**src/rtl/pc_fetch_unit_if.sv**
```systemverilog
// Bundle of the fetch unit's branch, instruction-memory and decode-side handshakes.
// The master modport is the fetch unit; the slave modport is its surroundings.
interface pc_fetch_unit_if #(
    parameter int ADDR_W = 32
);
    logic              branch_taken;
    logic [ADDR_W-1:0] branch_target;
    logic              imem_req;
    logic [ADDR_W-1:0] imem_addr;
    logic              imem_ready;
    logic [31:0]       imem_rdata;
    logic              instr_valid;
    logic              instr_ready;
    logic [31:0]       instr;
    logic [ADDR_W-1:0] instr_pc;
    logic [ADDR_W-1:0] pc;

    modport master (
        input  branch_taken, branch_target, imem_ready, imem_rdata, instr_ready,
        output imem_req, imem_addr, instr_valid, instr, instr_pc, pc
    );

    modport slave (
        output branch_taken, branch_target, imem_ready, imem_rdata, instr_ready,
        input  imem_req, imem_addr, instr_valid, instr, instr_pc, pc
    );
endinterface

```
**src/rtl/pc_fetch_unit.sv**
```systemverilog
// Fetch stage: owns the PC, issues one outstanding word fetch at a time and hands
// tagged instructions to decode; branches discard stale fetch results.
module pc_fetch_unit #(
    parameter int                ADDR_W   = 32,
    parameter logic [ADDR_W-1:0] RESET_PC = '0
) (
    input  logic            clk,
    input  logic            reset,
    pc_fetch_unit_if.master bus
);

    typedef enum logic [1:0] {
        BOOT  = 2'd0,
        FETCH = 2'd1,
        HOLD  = 2'd2
    } state_t;

    state_t            state_q, state_d;
    logic [ADDR_W-1:0] pc_q, pc_d;
    logic              req_q, req_d;
    logic [ADDR_W-1:0] addr_q, addr_d;
    logic              valid_q, valid_d;
    logic [31:0]       instr_q, instr_d;
    logic [ADDR_W-1:0] ipc_q, ipc_d;
    logic              pend_q, pend_d;
    logic [ADDR_W-1:0] rpc_q, rpc_d;
    logic [ADDR_W-1:0] target;

    assign target = bus.branch_target & ~ADDR_W'(3);

    always_ff @(posedge clk or posedge reset) begin
        if (reset) begin
            state_q <= BOOT;
            pc_q    <= RESET_PC;
            req_q   <= 1'b0;
            addr_q  <= RESET_PC;
            valid_q <= 1'b0;
            instr_q <= '0;
            ipc_q   <= '0;
            pend_q  <= 1'b0;
            rpc_q   <= '0;
        end else begin
            state_q <= state_d;
            pc_q    <= pc_d;
            req_q   <= req_d;
            addr_q  <= addr_d;
            valid_q <= valid_d;
            instr_q <= instr_d;
            ipc_q   <= ipc_d;
            pend_q  <= pend_d;
            rpc_q   <= rpc_d;
        end
    end

    // A branch seen while the memory stalls is parked in rpc_q; the in-flight request
    // must still complete before the redirect can be issued.
    always_comb begin
        state_d = state_q;
        pc_d    = pc_q;
        req_d   = req_q;
        addr_d  = addr_q;
        valid_d = valid_q;
        instr_d = instr_q;
        ipc_d   = ipc_q;
        pend_d  = pend_q;
        rpc_d   = rpc_q;

        case (state_q)
            BOOT: begin
                state_d = FETCH;
                req_d   = 1'b1;
                if (bus.branch_taken) begin
                    pc_d   = target;
                    addr_d = target;
                end else begin
                    addr_d = pc_q;
                end
            end

            FETCH: begin
                if (bus.imem_ready) begin
                    if (bus.branch_taken) begin
                        pc_d   = target;
                        addr_d = target;
                        pend_d = 1'b0;
                    end else if (pend_q) begin
                        pc_d   = rpc_q;
                        addr_d = rpc_q;
                        pend_d = 1'b0;
                    end else begin
                        instr_d = bus.imem_rdata;
                        ipc_d   = addr_q;
                        valid_d = 1'b1;
                        pc_d    = pc_q + ADDR_W'(4);
                        req_d   = 1'b0;
                        state_d = HOLD;
                    end
                end else if (bus.branch_taken) begin
                    pend_d = 1'b1;
                    rpc_d  = target;
                end
            end

            HOLD: begin
                if (bus.branch_taken) begin
                    valid_d = 1'b0;
                    pc_d    = target;
                    addr_d  = target;
                    req_d   = 1'b1;
                    state_d = FETCH;
                end else if (bus.instr_ready) begin
                    valid_d = 1'b0;
                    addr_d  = pc_q;
                    req_d   = 1'b1;
                    state_d = FETCH;
                end
            end

            default: begin
                state_d = BOOT;
            end
        endcase
    end

    assign bus.imem_req    = req_q;
    assign bus.imem_addr   = addr_q;
    assign bus.instr_valid = valid_q;
    assign bus.instr       = instr_q;
    assign bus.instr_pc    = ipc_q;
    assign bus.pc          = pc_q;

endmodule

```
**src/flat_wrapper.sv**
```systemverilog
// flat-port wrapper written by rule: the top's interface ports become plain ports
module pc_fetch_unit_flat 
#(
    parameter int                ADDR_W   = 32,
    parameter logic [ADDR_W-1:0] RESET_PC = '0
)
  (clk, reset, bus_branch_taken, bus_branch_target, bus_imem_ready, bus_imem_rdata, bus_instr_ready, bus_imem_req, bus_imem_addr, bus_instr_valid, bus_instr, bus_instr_pc, bus_pc);
  pc_fetch_unit_if #(.ADDR_W(ADDR_W)) bus_i ();
  input  logic clk;
  input  logic reset;
  input wire logic [$bits(bus_i.branch_taken)-1:0] bus_branch_taken;
  input wire logic [$bits(bus_i.branch_target)-1:0] bus_branch_target;
  input wire logic [$bits(bus_i.imem_ready)-1:0] bus_imem_ready;
  input wire logic [$bits(bus_i.imem_rdata)-1:0] bus_imem_rdata;
  input wire logic [$bits(bus_i.instr_ready)-1:0] bus_instr_ready;
  output wire logic [$bits(bus_i.imem_req)-1:0] bus_imem_req;
  output wire logic [$bits(bus_i.imem_addr)-1:0] bus_imem_addr;
  output wire logic [$bits(bus_i.instr_valid)-1:0] bus_instr_valid;
  output wire logic [$bits(bus_i.instr)-1:0] bus_instr;
  output wire logic [$bits(bus_i.instr_pc)-1:0] bus_instr_pc;
  output wire logic [$bits(bus_i.pc)-1:0] bus_pc;
  assign bus_i.branch_taken = bus_branch_taken;
  assign bus_i.branch_target = bus_branch_target;
  assign bus_i.imem_ready = bus_imem_ready;
  assign bus_i.imem_rdata = bus_imem_rdata;
  assign bus_i.instr_ready = bus_instr_ready;
  assign bus_imem_req = bus_i.imem_req;
  assign bus_imem_addr = bus_i.imem_addr;
  assign bus_instr_valid = bus_i.instr_valid;
  assign bus_instr = bus_i.instr;
  assign bus_instr_pc = bus_i.instr_pc;
  assign bus_pc = bus_i.pc;
  pc_fetch_unit #(.ADDR_W(ADDR_W), .RESET_PC(RESET_PC)) u_core (.clk(clk), .reset(reset), .bus(bus_i));
endmodule
```
**config.mk**
```make
export PLATFORM = sky130hd
export DESIGN_NAME = pc_fetch_unit_flat
export DESIGN_NICKNAME = d
export VERILOG_FILES = /design/src/rtl/pc_fetch_unit_if.sv /design/src/rtl/pc_fetch_unit.sv /design/src/flat_wrapper.sv
export SDC_FILE = /design/constraint.sdc
export NUM_CORES = 1
export LEC_CHECK = 0
export CAP_MARGIN = 20
export CORE_MARGIN = 5
export CORE_UTILIZATION = 50
export CTS_CLUSTER_DIAMETER = 40
export DETAILED_ROUTE_END_ITERATION = 10
export PLACE_DENSITY = 0.81
export SYNTH_ARGS = -nofsm -noshare
export SYNTH_HDL_FRONTEND = slang
export SYNTH_SLANG_ARGS = --single-unit
```
**constraint.sdc**
```tcl
create_clock -name clk -period 7.5 [get_ports clk]
set_input_delay 1.5 -clock clk [delete_from_list [all_inputs] [get_ports clk]]
set_output_delay 1.5 -clock clk [all_outputs]
set_load 0.01 [all_outputs]
```
==> flow_summary.json <==
{
  "outcome": "completed",
  "boundaryPins": 199,
  "r2r_setup_slack_ps": 4780,
  "syn-instance-count": 832,
  "numClockSinks": 163,
  "hold_viol": 0,
  "grt_start_max_net_pins": 95,
  "endpoint": "u_core.rpc_q[31]",
  "detail_route_met2_wl_um": 10400,
  "grt_first_pass_wirelength_um": 35410,
  "worst_path_largest_cell_delay_ps": 640,
  "cts_repair_resize_count": 0,
  "post_synth_and_or_nand_nor_area_fraction_pct": 18.04,
  "via_count": 6947,
  "nNetsFinal": 1072,
  "die_y_um": 135.1,
  "grt_overflow": 0,
  "numCtsBuffers": 17,
  "holdBufCountCts": 0,
  "grt_antenna_before_repair": 0,
  "slew_viol_final": 0,
  "core_region_area_um2": 15260,
  "final.hold.worst_slack_ps": 471.8,
  "maxClockFrequency_ghz": 0.2613,
  "cts_tree": "built",
  "register_area_share_after_synthesis_pct": 52.13,
  "r2r_cells": 4,
  "slowest_stage": "buf_4",
  "drt.antenna.violating_nets": 0,
  "count_of_state_elements_after_synthesis": 163,
  "powerDensity_nw_per_um2": 419.3,
  "fin_tns_setup_ps": 0,
  "synth.net_count": 902,
  "worst-endpoint-required_ps": 7800,
  "synth_cell_types": 53,
  "asyncSetResetFlopFracSynth_pct": 100.0,
  "drt_wl_total_um": 22180,
  "maxCapViolCount": 0,
  "clockBufferDepth": 2,
  "cp_common_cell": "buf_4",
  "detailroute.wirelength.met3_um": 1879,
  "cellLeakagePower_nw": 4.493,
  "yosys.area_share.xor_xnor_pct": 0.8954,
  "areaGrowthSynthToFinish_pct": 34.59,
  "post-route-period-util_pct": 51.02,
  "synth_mux_area_share_pct": 9.914,
  "setup_violating_endpoint_count_in_the_final_report": 0,
  "first_global_vias": 6771,
  "ctsRootBufferMaster": "clkbuf_16",
  "cts.clk_slew.worst_paths_ps": 60,
  "mappedNetlistArea_um2": 7825,
  "syn_area_per_cell_um2": 9.405,
  "regToRegStartpoint": "u_core.pend_q",
  "max_fo_critical_path": 81,
  "path_class": "in -> reg",
  "yosys_warnings": 0,
  "fp.dieArea_um2": 18250,
  "core.rowCount": 45,
  "post_layout_min_period_ps": 3827,
  "final_replace_weighted_congestion": 0.8601,
  "synth_adder_area_share_pct": 0.1599,
  "htree_num_levels": 4,
  "vias_per_cell": 5.671,
  "insertion_delay_ps": 420,
  "layout-drive-gt1-share_pct": 10.95,
  "dieWidth_um": 135.1,
  "crit_path_start": "bus_branch_taken",
  "drt_iter0_markers": 548,
  "post_drt_wl_per_cell_um": 18.11,
  "slew_headroom_pct": 29.92,
  "synth_ff_type": "dfrtp_1",
  "timing_worst_slew_pin_value_ps": 1051,
  "clock-skew-final_ps": 9.776,
  "m1_wl_um": 9485,
  "post-route-drc-count": 0,
  "critical_path.endpoint_type": "flip-flop",
  "synth-compound-area-share_pct": 15.30,
  "reg2reg_to": "u_core.bus.pc[19]",
  "post-cts-setup-buffers": 0,
  "edff_count_synth": 0,
  "insertedDiodeCount": 0,
  "hold_class": "reg -> reg",
  "drtPass1Iterations": 5,
  "critical_path.startpoint_type": "input pin",
  "io_buffer_count": 196,
  "global_route.usage.total_pct": 24.10,
  "critical_path.cell_chain": "buf_2, buf_4, clkinv_1, nor3_4, buf_4, mux2_2",
  "rsz0062_at_grt": "false",
  "dp.final_hpwl_um": 14820,
  "dr.max_layer_used": "met4",
  "max-vdd-ir-drop_mv": 0.2239,
  "largest_family_of_logic_cells_by_synthesized_area": "simple AND/OR/NAND/NOR gates",
  "timing.critical_path.arrival_ps": 4130,
  "start_util_pct": 51.28
}
==> Yosys cell counts, types with 3 or more instances <==
library cell | number | share of area (%)
nand2b_1 | 6 | 0.48
o211ai_1 | 5 | 0.48
a21oi_1 | 69 | 4.4
o21a_1 | 3 | 0.29
clkbuf_1 | 27 | 1.3
xor2_1 | 5 | 0.56
nand4_1 | 15 | 1.2
nand2_1 | 223 | 11
nor2b_1 | 5 | 0.40
o22ai_1 | 7 | 0.56
a31oi_1 | 8 | 0.64
a21o_1 | 5 | 0.48
nor3_1 | 11 | 0.70
and2_1 | 3 | 0.24
xnor2_1 | 3 | 0.34
nor2_1 | 39 | 1.9
o21ai_0 | 53 | 3.4
inv_1 | 8 | 0.38
a2bb2oi_1 | 4 | 0.45
buf_1 | 8 | 0.38
a221oi_1 | 8 | 0.90
dfrtp_1 | 163 | 52
a222oi_1 | 7 | 0.90
nand3_1 | 17 | 1.1
mux2_2 | 60 | 8.6
buf_2 | 19 | 1.2
a22o_1 | 3 | 0.34
a41oi_1 | 4 | 0.45
mux2i_1 | 10 | 1.3
==> per-stage QoR <==
step	utilization [%]	instance area, um^2	std cells	power, mW	setup slack, ps
after floorplan	-	7825	832	2.557	1595
after global placement	64.91	9905	1192	3.466	3093
after detailed placement	64.91	9905	1192	3.522	3031
after CTS	68.84	10500	1223	4.432	3463
after global routing	69.02	10530	1225	4.696	3522
final	69.02	10530	1225	4.416	3673
==> metal layers <==
layer / GRT usage [%] / up-vias
met5: 0 / -
met4: 8.343 / 0
met3: 5.849 / 33
met2: 38.27 / 317
met1: 32.50 / 3339
li1: - / 3258
==> area by class of cell <==
type,instances,area (um^2)
Tap cell,211,264.0
Sequential cell,163,4079
Clock inverter,10,158.9
Timing Repair Buffer,207,2052
Inverter,9,38.79
Multi-Input combinational cell,604,3498
Fill cell,1232,4727
Clock buffer,21,440.4
==> layout by cell type (no fill, tap or decap), types with 8 or more instances in the layout <==
master / n
dfrtp_1: 163
nand4_1: 15
o21ai_0: 53
nor2_1: 37
a31oi_1: 8
buf_4: 10
a21oi_1: 69
nand2_1: 222
clkdlybuf4s50_1: 195
mux2i_1: 10
nor3_1: 11
a221oi_1: 8
nand3_1: 17
clkbuf_16: 17
mux2_2: 60
==> registers in the layout, indices dropped and copies added, names as in the netlist <==
signal	cells
u_core.bus.imem_addr	32
u_core.bus.imem_req	1
u_core.bus.instr	32
u_core.bus.instr_pc	32
u_core.bus.instr_valid	1
u_core.bus.pc	32
u_core.pend_q	1
u_core.rpc_q	30
u_core.state_q	2
==> how the worst min path moves through the flow <==
stage                                    start  cells past startpoint  slack [ps]                   end
after floorplan               u_core.rpc_q[14]                      2         490     u_core.bus.pc[14]
after global placement    u_core.bus.instr[13]                      2         460  u_core.bus.instr[13]
after detailed placement   u_core.bus.instr[2]                      2         460   u_core.bus.instr[2]
after CTS                  u_core.bus.instr[2]                      2         480   u_core.bus.instr[2]
after global routing      u_core.bus.instr[11]                      2         490  u_core.bus.instr[11]
final                      u_core.bus.instr[2]                      2         470   u_core.bus.instr[2]
==> worst max-delay path, delay by kind of cell <==
family,cells,cell delay (ps)
buf+inv,4,1680
simple gates,1,530
mux,1,380
==> report_power, final <==
group	switching [mW]	internal, mW	leakage (nW)
clock	0.345	0.554	0.287
sequential	0.395	1.27	2.00
combinational	0.854	0.997	2.21
==> logic make-up after synthesis <==
| family | count (synthesis) |
|---|---|
| and+or+nand+nor | 331 |
| AOI/OAI and AO/OA | 194 |
| DFF | 163 |
| muxes | 70 |
| xor gates and xnor gates | 8 |
| adders and majority gates | 1 |
| buffers and inverters | 65 |
(Power assumes the default switching activity.)
==> patch 1: new RTL, same flow settings <==
`ADDR_W` is set to 32 in 3 places; all go to 16.
--- a/src/rtl/pc_fetch_unit_if.sv
+++ b/src/rtl/pc_fetch_unit_if.sv
@@ -1,7 +1,7 @@
 // Bundle of the fetch unit's branch, instruction-memory and decode-side handshakes.
 // The master modport is the fetch unit; the slave modport is its surroundings.
 interface pc_fetch_unit_if #(
-    parameter int ADDR_W = 32
+    parameter int ADDR_W = 16
 );
     logic              branch_taken;
     logic [ADDR_W-1:0] branch_target;
--- a/src/rtl/pc_fetch_unit.sv
+++ b/src/rtl/pc_fetch_unit.sv
@@ -1,7 +1,7 @@
 // Fetch stage: owns the PC, issues one outstanding word fetch at a time and hands
 // tagged instructions to decode; branches discard stale fetch results.
 module pc_fetch_unit #(
-    parameter int                ADDR_W   = 32,
+    parameter int                ADDR_W   = 16,
     parameter logic [ADDR_W-1:0] RESET_PC = '0
 ) (
     input  logic            clk,
--- a/src/flat_wrapper.sv
+++ b/src/flat_wrapper.sv
@@ -1,7 +1,7 @@
 // flat-port wrapper written by rule: the top's interface ports become plain ports
 module pc_fetch_unit_flat 
 #(
-    parameter int                ADDR_W   = 32,
+    parameter int                ADDR_W   = 16,
     parameter logic [ADDR_W-1:0] RESET_PC = '0
 )
   (clk, reset, bus_branch_taken, bus_branch_target, bus_imem_ready, bus_imem_rdata, bus_instr_ready, bus_imem_req, bus_imem_addr, bus_instr_valid, bus_instr, bus_instr_pc, bus_pc);
Interface: changed (resized bus_branch_target, bus_imem_addr, bus_instr_pc and bus_pc); port bits go from 199 to 135. The function was not compared with the original's and may differ.
==> patch 1 against the original RTL <==
Wire length fell by 46%. Total power fell by 47%. Worst setup slack better by 0.33 ns. Critical path depth unchanged. Sequential power shrank 42%. Synthesized area is 41% lower. Non-clock buffer count is 69 lower. Largest power group unchanged. Sequential cell count fell by 64. Design area is 41% lower.
==> patch 1: results <==
[route]
vias_per_cell = 5.57
wire_per_inst_um = 16.9
met1_length_mm = 5.14
drt-initial-drc-count = 239
drt_pass1_iterations = 6
dr_wl_met2_mm = 5.59

[finish]
clock_buffers = 9
nonClkBufAreaFrac_pct = 22.1
seq_share_pct = 40.0
buffers = 138
fin_util_pct = 67.9
multi_input_gates = 339
inverters = 5

[power]
leakage_nw = 2.80
vdd_drop_max_mv = 0.181
p_seq_share_pct = 41.0
p_clk_share_pct = 15.9

[sta]
clock-skew-final_ns = 0.0142
period_share_pct = 46.7
worstMarginPinSlew_ns = 0.888

[place]
dpl_worst_slack_ns = 3.63
finalWeightedCongestion = 0.867
dpl_cell_area_sq_um = 5970

[grt]
grt_pass1_wl_mm = 19.8
grt_pass1_vias = 3888
met2_usage_pct = 35.8
use_met3_pct = 6.50

[setup_path]
r2r_end = "u_core.rpc_q[10]$_DFFE_PP0P_"
crit_end = "u_core.bus.pc[5]$_DFFE_PP0P_"
startpoint = "bus_imem_ready"
worst_r2r_path_depth = 6
r2r-start = "u_core.state_q[0]$_DFFE_PP0P_"

[synth]
yosysSeqAreaShare_pct = 53.7
syn_nets = 523
synth_area_leaders = "dfrtp_1 (54%), nand2_1 (14%), mux2_2 (6.6%)"
synth-compound-area-share_pct = 11.6

[min_path]
min_to = "u_core.bus.instr_pc[4]$_DFFE_PP0P_"

[clocking]
clk_pin_slew_worst_paths_ns = 0.09
clk-insertion-delay-late_ns = 0.38

[outcome]
status = "completed"
==> patch 1: cell count changes after synthesis, moves of 11 or more <==
cell      change
mux2_2       -33
o21ai_0      -25
dfrtp_1      -64
nand3_1      -11
a21oi_1      -59
nand4_1      -11
clkbuf_1     -13
buf_2        -14
nor2_1       -30
nand2_1      -54
==> patch 1: per-stage QoR <==
stage	power, mW	cells	hold slack [ns]
floorplan	1.44	469	0.498
global placement	1.95	692	0.456
detailed placement	2.00	692	0.461
CTS	2.37	708	0.485
global route	2.51	708	0.502
finish	2.35	708	0.478
==> patch 1: logic make-up (layout without fill, tap and decap cells) <==
kind of cell	Yosys count	in the layout
XOR/XNOR	4	4
buffers and inverters	31	159
AO/OA/AOI/OAI	78	78
adder cells (fa/ha/maj)	1	1
multiplexers	42	42
AND/OR/NAND/NOR	214	214
flip-flops	99	99
==> patch 1: critical path: stages <==
cell             delay (ns)
clkdlybuf4s50_1        0.58
nand3b_1               0.22
nor3_4                 0.66
buf_4                  0.46
a21oi_1                0.12
o22a_1                 0.20
==> patch 2: new RTL, same settings <==
Without the edit above. `instr_q` no longer has a reset.
--- a/src/rtl/pc_fetch_unit.sv
+++ b/src/rtl/pc_fetch_unit.sv
@@ -35,7 +35,6 @@
             req_q   <= 1'b0;
             addr_q  <= RESET_PC;
             valid_q <= 1'b0;
-            instr_q <= '0;
             ipc_q   <= '0;
             pend_q  <= 1'b0;
             rpc_q   <= '0;
@@ -45,11 +44,14 @@
             req_q   <= req_d;
             addr_q  <= addr_d;
             valid_q <= valid_d;
-            instr_q <= instr_d;
             ipc_q   <= ipc_d;
             pend_q  <= pend_d;
             rpc_q   <= rpc_d;
         end
+    end
+
+    always_ff @(posedge clk) begin
+        instr_q <= instr_d;
     end
 
     // A branch seen while the memory stalls is parked in rpc_q; the in-flight request
Behaviour: differs if reset is asserted again (counterexample within 4 cycles, from zero or initial values and one cycle with reset high); with reset held inactive, the same outputs for 4 cycles.
==> patch 2 against the original RTL <==
Synthesized area decreased by 4.1%. Design area decreased by 3.6%. Sequential power decreased by 7%. Total power decreased by 12%. Largest power group is now sequential cells. Core utilization increased by 0.32 points. Via count decreased by 8.0%. Clock skew decreased by 0.0045 ns. Sequential cell count unchanged. Die area decreased by 3.8%. Critical endpoint is now u_core.bus.pc[13]$_DFFE_PP0P_. Wire length decreased by 5.4%. Global-route usage decreased by 0.074 points. Worst setup slack got worse by 0.98 ns.
==> patch 2: results <==
[outcome]
status = "completed"

[place]
dpl.hpwl_mm = 13.8
finalWeightedCongestion = 0.822
dpl_worst_slack_ns = 1.69
port_buffers = 196

[setup_path]
worst_r2r_path_depth = 8
crit_path_start_kind = "primary input"
regToRegSetupSlack_ns = 3.45
max_stage_delay_ns = 0.75
r2r-start = "u_core.state_q[0]$_DFFE_PP0P_"
path_max_fanout = 61
critPathSlowestCell = "nor4bb_1"
startpoint = "bus_imem_ready"
arrival_ns = 5.11
crit_end = "u_core.bus.pc[13]$_DFFE_PP0P_"

[finish]
fill_cells = 1127
nets = 1008
drive_above_1_share_pct = 9.36
antennaDiodeCount = 0

[sta]
period_share_pct = 64.0
worstMarginPinSlew_ns = 0.979
clock-skew-final_ns = 0.00530

[route]
drt_pass1_iterations = 6
drt-initial-drc-count = 506
wire_per_inst_um = 18.5
vias = 6394

[synth]
synth_cell_types = 58
yosysSeqAreaShare_pct = 56.5
netlist_top_cells_count = "nand2_1 (205), dfrtp_1 (131), a21oi_1 (82)"
syn_nets = 833
yosysWarningCount = 0
synth_edf_count = 32
ys_async_sr_fraction_pct = 80.4
synth_area_leaders = "dfrtp_1 (44%), edfxtp_1 (13%), nand2_1 (10%)"

[clocking]
post_cts_resized = 0
postCtsSetupBuffers = 0
holdBufCountCts = 0
htree_levels = 4
clockBufferDepth = 2
root_buffer = "clkbuf_16"
numCtsBuffers = 17

[grt]
antenna_found_initial = 1
grt_usage_pct = 24.0
grt_max_degree = 78
grt_pass1_wl_mm = 34.0

[power]
powerSeq_mw = 1.56
swShare_pct = 35.6
p_clk_share_pct = 23.2
leakage_nw = 4.18
vdd_drop_max_mv = 0.215

[min_path]
worstHoldStart = "u_core.bus.instr_pc[15]$_DFFE_PP0P_"
hold_depth = 2
min_to = "u_core.bus.instr_pc[15]$_DFFE_PP0P_"
patch 2: cell count changes in the layout (fill, tap and decap cells not counted), moves of 9 or more:
cell      before  now
edfxtp_1       0   32
nor2_1        37   26
mux2_2        60   31
a22oi_1        2   11
a21oi_1       69   82
dfrtp_1      163  131
nand2_1      222  205
patch 2: logic make-up (layout without fill, tap and decap cells):
| family | after synthesis | after routing | synth area share [%] |
|---|---|---|---|
| DFF | 163 | 163 | 56.5 |
| AOI/OAI and AO/OA | 195 | 195 | 15.1 |
| adders and majority gates | 1 | 1 | 0.167 |
| and+or+nand+nor | 300 | 300 | 17.8 |
| buffers and inverters | 57 | 245 | 3.95 |
| xor gates and xnor gates | 11 | 11 | 1.28 |
| muxes | 36 | 36 | 5.32 |
patch 2: cell type report:
| class | count | area share [%] |
|---|---|---|
| Sequential cell | 163 | 41.7 |
| Multi-Input combinational cell | 543 | 29.5 |
| Timing Repair Buffer | 206 | 20.2 |
| Clock buffer | 17 | 4.19 |
| Tap cell | 184 | 2.27 |
| Clock inverter | 15 | 1.86 |
| Inverter | 7 | 0.308 |
patch 2: through the flow:
step | area (sq um) | hold WS [ns] | instances | power, mW | util [%]
final | 10200 | 0.470 | 1135 | 3.90 | 69.3
after global routing | 10200 | 0.502 | 1135 | 4.14 | 69.3
after CTS | 10100 | 0.477 | 1133 | 3.92 | 69.1
after detailed placement | 9510 | 0.461 | 1101 | 3.00 | 64.9
after global placement | 9510 | 0.457 | 1101 | 2.95 | 64.9
after floorplan | 7510 | 0.494 | 763 | 2.26 | -
patch 2: per-layer routing:
metal | routed length, um | global-route usage [%] | up-vias
li1 | - | - | 3033
met2 | 10600 | 40.2 | 249
met1 | 8660 | 30.5 | 3082
met5 | 13 | 0 | -
met3 | 1370 | 5.73 | 28
met4 | 336 | 8.95 | 2
